==> src/rtl/uart_receiver.sv <==
// 16x-oversampled UART receiver: start + DATA_BITS (LSB first) [+ parity] + stop.
// Optional parity bit is compiled in with `define UART_RX_PARITY_EN.
module uart_receiver #(
  parameter int DATA_BITS     = 8,
  parameter int STOP_BIT_TICK = 16,
  parameter int PARITY_ODD    = 0
) (
  input  logic                 clk_50MHz,
  input  logic                 reset,
  input  logic                 sample_tick,
  input  logic                 rx,
  output logic [DATA_BITS-1:0] data_out,
  output logic                 rx_done_tick,
  output logic                 rx_busy,
  output logic                 frame_err,
  output logic                 parity_err
);

  localparam int TW = (STOP_BIT_TICK > 1) ? $clog2(STOP_BIT_TICK) : 1;
  localparam int NW = (DATA_BITS > 1) ? $clog2(DATA_BITS) : 1;
  localparam logic [TW-1:0] TICK_HALF = TW'(STOP_BIT_TICK / 2 - 1);
  localparam logic [TW-1:0] TICK_LAST = TW'(STOP_BIT_TICK - 1);
  localparam logic [NW-1:0] BIT_LAST  = NW'(DATA_BITS - 1);

  typedef enum logic [2:0] {
    S_IDLE,
    S_START,
    S_DATA,
`ifdef UART_RX_PARITY_EN
    S_PARITY,
`endif
    S_STOP
  } state_t;

  state_t                 state_q, state_d;
  logic [TW-1:0]          tick_q, tick_d;
  logic [NW-1:0]          nbits_q, nbits_d;
  logic [DATA_BITS-1:0]   shreg_q, shreg_d;
  logic [DATA_BITS-1:0]   data_q, data_d;
  logic                   done_q, done_d;
  logic                   busy_q, busy_d;
  logic                   fe_q, fe_d;
  logic                   rx_meta, rx_sync;
`ifdef UART_RX_PARITY_EN
  logic                   par_q, par_d;
  logic                   pe_q, pe_d;

  function automatic logic parity_mismatch(input logic [DATA_BITS-1:0] d, input logic p);
    return ((^d) ^ p) != 1'(PARITY_ODD);
  endfunction
`endif

  // rx synchronizer stage, idle-high so reset never looks like a start bit
  always_ff @(posedge clk_50MHz) begin
    if (!reset) begin
      rx_meta <= 1'b1;
      rx_sync <= 1'b1;
    end else begin
      rx_meta <= rx;
      rx_sync <= rx_meta;
    end
  end

  always_ff @(posedge clk_50MHz) begin
    if (!reset) begin
      state_q <= S_IDLE;
      tick_q  <= '0;
      nbits_q <= '0;
      shreg_q <= '0;
      data_q  <= '0;
      done_q  <= 1'b0;
      busy_q  <= 1'b0;
      fe_q    <= 1'b0;
`ifdef UART_RX_PARITY_EN
      par_q   <= 1'b0;
      pe_q    <= 1'b0;
`endif
    end else begin
      state_q <= state_d;
      tick_q  <= tick_d;
      nbits_q <= nbits_d;
      shreg_q <= shreg_d;
      data_q  <= data_d;
      done_q  <= done_d;
      busy_q  <= busy_d;
      fe_q    <= fe_d;
`ifdef UART_RX_PARITY_EN
      par_q   <= par_d;
      pe_q    <= pe_d;
`endif
    end
  end

  always_comb begin
    state_d = state_q;
    tick_d  = tick_q;
    nbits_d = nbits_q;
    shreg_d = shreg_q;
    data_d  = data_q;
    done_d  = 1'b0;
    busy_d  = busy_q;
    fe_d    = fe_q;
`ifdef UART_RX_PARITY_EN
    par_d   = par_q;
    pe_d    = pe_q;
`endif
    case (state_q)
      S_IDLE: begin
        busy_d = 1'b0;
        if (!rx_sync) begin
          state_d = S_START;
          tick_d  = '0;
          busy_d  = 1'b1;
        end
      end
      S_START: begin
        if (sample_tick) begin
          if (tick_q == TICK_HALF) begin
            if (!rx_sync) begin
              state_d = S_DATA;
              tick_d  = '0;
              nbits_d = '0;
            end else begin
              // start bit vanished before mid-bit: treat as line noise
              state_d = S_IDLE;
              tick_d  = '0;
              busy_d  = 1'b0;
            end
          end else begin
            tick_d = tick_q + 1'b1;
          end
        end
      end
      S_DATA: begin
        if (sample_tick) begin
          if (tick_q == TICK_LAST) begin
            shreg_d = {rx_sync, shreg_q[DATA_BITS-1:1]};
            tick_d  = '0;
            if (nbits_q == BIT_LAST) begin
`ifdef UART_RX_PARITY_EN
              state_d = S_PARITY;
`else
              state_d = S_STOP;
`endif
            end else begin
              nbits_d = nbits_q + 1'b1;
            end
          end else begin
            tick_d = tick_q + 1'b1;
          end
        end
      end
`ifdef UART_RX_PARITY_EN
      S_PARITY: begin
        if (sample_tick) begin
          if (tick_q == TICK_LAST) begin
            par_d   = rx_sync;
            tick_d  = '0;
            state_d = S_STOP;
          end else begin
            tick_d = tick_q + 1'b1;
          end
        end
      end
`endif
      S_STOP: begin
        if (sample_tick) begin
          if (tick_q == TICK_LAST) begin
            // leave mid stop bit so a back-to-back start edge is not missed
            data_d  = shreg_q;
            done_d  = 1'b1;
            fe_d    = ~rx_sync;
`ifdef UART_RX_PARITY_EN
            pe_d    = parity_mismatch(shreg_q, par_q);
`endif
            tick_d  = '0;
            busy_d  = 1'b0;
            state_d = S_IDLE;
          end else begin
            tick_d = tick_q + 1'b1;
          end
        end
      end
      default: begin
        state_d = S_IDLE;
        tick_d  = '0;
        busy_d  = 1'b0;
      end
    endcase
  end

  assign data_out     = data_q;
  assign rx_done_tick = done_q;
  assign rx_busy      = busy_q;
  assign frame_err    = fe_q;
`ifdef UART_RX_PARITY_EN
  assign parity_err   = pe_q;
`else
  assign parity_err   = 1'b0;
`endif

endmodule

==> config.mk <==
export PLATFORM = sky130hd
export DESIGN_NAME = uart_receiver
export DESIGN_NICKNAME = d
export VERILOG_FILES = /design/src/rtl/uart_receiver.sv
export SDC_FILE = /design/constraint.sdc
export NUM_CORES = 1
export LEC_CHECK = 0
export BUFFER_PORTS_ARGS = -buffer_cell sky130_fd_sc_hd__buf_2
export CAP_MARGIN = 20
export CORE_ASPECT_RATIO = 1.1
export CORE_MARGIN = 5
export CORE_UTILIZATION = 60
export DETAILED_ROUTE_END_ITERATION = 8
export PLACE_DENSITY = 0.81
export SYNTH_ARGS = -nofsm -noshare
export SYNTH_HDL_FRONTEND = slang
export SYNTH_SLANG_ARGS = --single-unit
==> constraint.sdc <==
create_clock -name clk_50MHz -period 3 [get_ports clk_50MHz]
set_input_delay 0.15 -clock clk_50MHz [delete_from_list [all_inputs] [get_ports clk_50MHz]]
set_output_delay 0.15 -clock clk_50MHz [all_outputs]
set_load 0.05 [all_outputs]
==> metrics <==
switching portion of total power=21.6%; first-pass GRT wire length=4.00 mm; Clock Skew=0.00667 ns; worst setup path startpoint=tick_q[0]; vias=965; worst path cell trace=ha_1 > nand4_1 > nor3_2 > buf_4 > mux2i_1 > nor2b_1; DRT antenna net count=0; Leakage=0.584 nW; I/O Buffers=14; Max Transition Viols Final=0; initial DRC count=6; Site Rows=18; TritonCTS clock tree=yes; met2 Use GR=28.2%; Die ar.=3310 µm²; Avg Inst Size Synth=10.2 µm²; Post-Route WL=2.33 mm; setup tns final=0 ns; Critical Path Sink=data_out[0]; HPWL after DPL=1.68 mm; Yosys reg bits=30; Worst Setup Slack, final=1.35 ns; CTS root buffer=clkbuf_4; Final Non-Filler Cells=180; n_diodes=0; Final Critical Period=1.65 ns; area share of the largest cell type after synthesis=44.3%; fin crit share=55.0%; GRT Residual Overflow=0; most frequent cell after synthesis=dfxtp_1; FF-to-FF setup slack=1.35 ns; CP Class=reg2reg; final hold violation count=0; CTS Buffer Depth=2; post-cts sizing count=0; GRT met1 Usage=16.2%; Die Width=55.3 µm; r2r endpoint=data_out[0]; met3 Use GR=8.64%; asr flop ratio synth=0%; power per cell area=504 nW/µm²; worst r2r src=tick_q[0]; layout cells sized above 1=20.0%; area added between synthesis and finish=10.9%; initial antenna violation count=0; NumNets Final=156; Hold Crit Class=in2reg; # IOs=16; Yosys cell types=38; Worst path slowest cell=dfxtp_1; clock group share of total power=40.6%; fmax=606 MHz; Die Y-Extent=59.9 µm; final hold slack=0.230 ns; Worst EP required=3.21 ns; GP Congestion=0.758; Yosys Warn Count=0; Comb pwr share=5.2%; Internal Pwr Total=0.595 mW; routed vias/inst=5.36; Reg power frac=54.2%; Switching Power=0.163 mW; CP Launch Type=register; R2R depth=6; number of global-route vias before repair=934; worst slack at placement=1.37 ns; cell total after placement=171; unrepaired setup endpoints after global routing=false; CP endpoint kind=register; Post-CTS Setup Bufs=0; DRC errors left=0; largest net degree at the start of global routing=33; Worst-Skew Late Latency=0.32 ns; Most used DFF post-synth=dfxtp_1; Crit Path Max Fanout=11; busiest grt layer=met2; Post-synth EDFFs=0; Post-Synthesis Cell Area=1360 µm²; max incr delay on CP=0.39 ns; leading post-synthesis cells by cell area=dfxtp_1 44%, mux2i_1 14%, nor2b_1 8.3%, ha_1 2.8%, nand2_1 2.8%; largest area contributor in the netlist=dfxtp_1; GRT Total Usage=16.0%; routed length per instance=13.0 µm; Hold Path Stages=4; Worst-path clk slew=0.09 ns; Worst EP arrival=1.86 ns; Hold-fix buffers, CTS=1; register area share after synthesis=44.3%; final core occ=68.1%; status=complete, no violations; TritonRoute pass-1 iters=4; H-tree depth=2; clk sinks=30; CORE AREA=2210 µm²; syn_nets=140; Synth top cells by count=30 x dfxtp_1, 19 x mux2i_1, 18 x nor2b_1; maxcap violations=0; Cells after Synth=133; clock buffer count from CTS=5; Max VDD drop=388 µV; Starting Density=61.5%; # setup viols final=0
-- flip-flops by register name (all words and copies together) (netlist names) --
name,count
rx_sync,1
state_q,2
frame_err,1
rx_done_tick,1
rx_busy,1
rx_meta,1
tick_q,4
data_out,8
nbits_q,3
shreg_q,8
-- routing by layer --
metal / part of all wire (%) / up-vias
met3: 5.0 / 2
met2: 50 / 15
met5: 0 / -
met4: 0.43 / 0
met1: 44 / 463
li1: - / 485
-- worst min path at each step --
stage / startpoint / to
floorplan: rx / rx_meta
global placement: rx / rx_meta
detailed placement: rx / rx_meta
CTS: reset / rx_meta
global route: reset / rx_meta
finish: sample_tick / tick_q[2]
-- placed cells by master, fill, tap and decap left out, types with 2 or more instances in the layout --
cell / synthesis / routed
clkbuf_4: 0 / 5
nor3_2: 2 / 2
buf_2: 0 / 14
o21ai_1: 4 / 4
nand2b_1: 3 / 3
nand2_1: 10 / 10
mux2i_1: 19 / 19
ha_1: 3 / 3
dfxtp_1: 30 / 30
o211a_1: 2 / 2
nand3_1: 2 / 2
nor2b_1: 18 / 18
a21oi_1: 2 / 2
a21boi_1: 2 / 2
and2_1: 3 / 3
buf_4: 2 / 2
nor2_1: 4 / 4
clkbuf_1: 3 / 2
-- critical path: cells and delay by family, from the launching register on --
kind                     cells  cell delay (ns)
adder cells (fa/ha/maj)      1             0.28
buffers and inverters        1             0.23
flip-flops                   1             0.39
multiplexers                 1             0.22
AND/OR/NAND/NOR              3             0.42
-- through the flow --
| step | power (mW) | cell area [µm²] |
|---|---|---|
| CTS | 0.766 | 1500 |
| global placement | 0.457 | 1420 |
| detailed placement | 0.458 | 1420 |
| floorplan | 0.453 | 1360 |
| global route | 0.800 | 1500 |
| finish | 0.758 | 1500 |
-- kinds of logic (layout without fill, tap and decap cells) --
logic type               Yosys count  after routing  synth area share, %
AND/OR/NAND/NOR                   50             50                 21.6
flip-flops                        30             30                 44.3
multiplexers                      19             19                 14.0
AO/OA/AOI/OAI                     18             18                 11.0
buffers and inverters             11             28                 5.44
adder cells (fa/ha/maj)            3              3                 2.77
other                              1              1                0.276
XOR/XNOR                           1              1                0.646
-- power groups by stage --
stage / clock, mW / sequential, mW / combinational (mW)
4_1_cts: 0.315 / 0.411 / 0.0397
6_report: 0.308 / 0.411 / 0.0394
3_3_place_gp: 0 / 0.419 / 0.0376
5_1_grt: 0.344 / 0.412 / 0.0440
2_1_floorplan: 0 / 0.419 / 0.0340
3_5_place_dp: 0 / 0.420 / 0.0385
-- area by class of cell --
class / count / area, µm²
Fill cell: 201 / 703
Clock inverter: 1 / 30.0
Clock buffer: 7 / 45.0
Multi-Input combinational cell: 92 / 682
Inverter: 3 / 13.8
Tap cell: 30 / 37.5
Timing Repair Buffer: 17 / 95.1
Sequential cell: 30 / 601
Note: power is estimated with default switching activity, not from simulation.
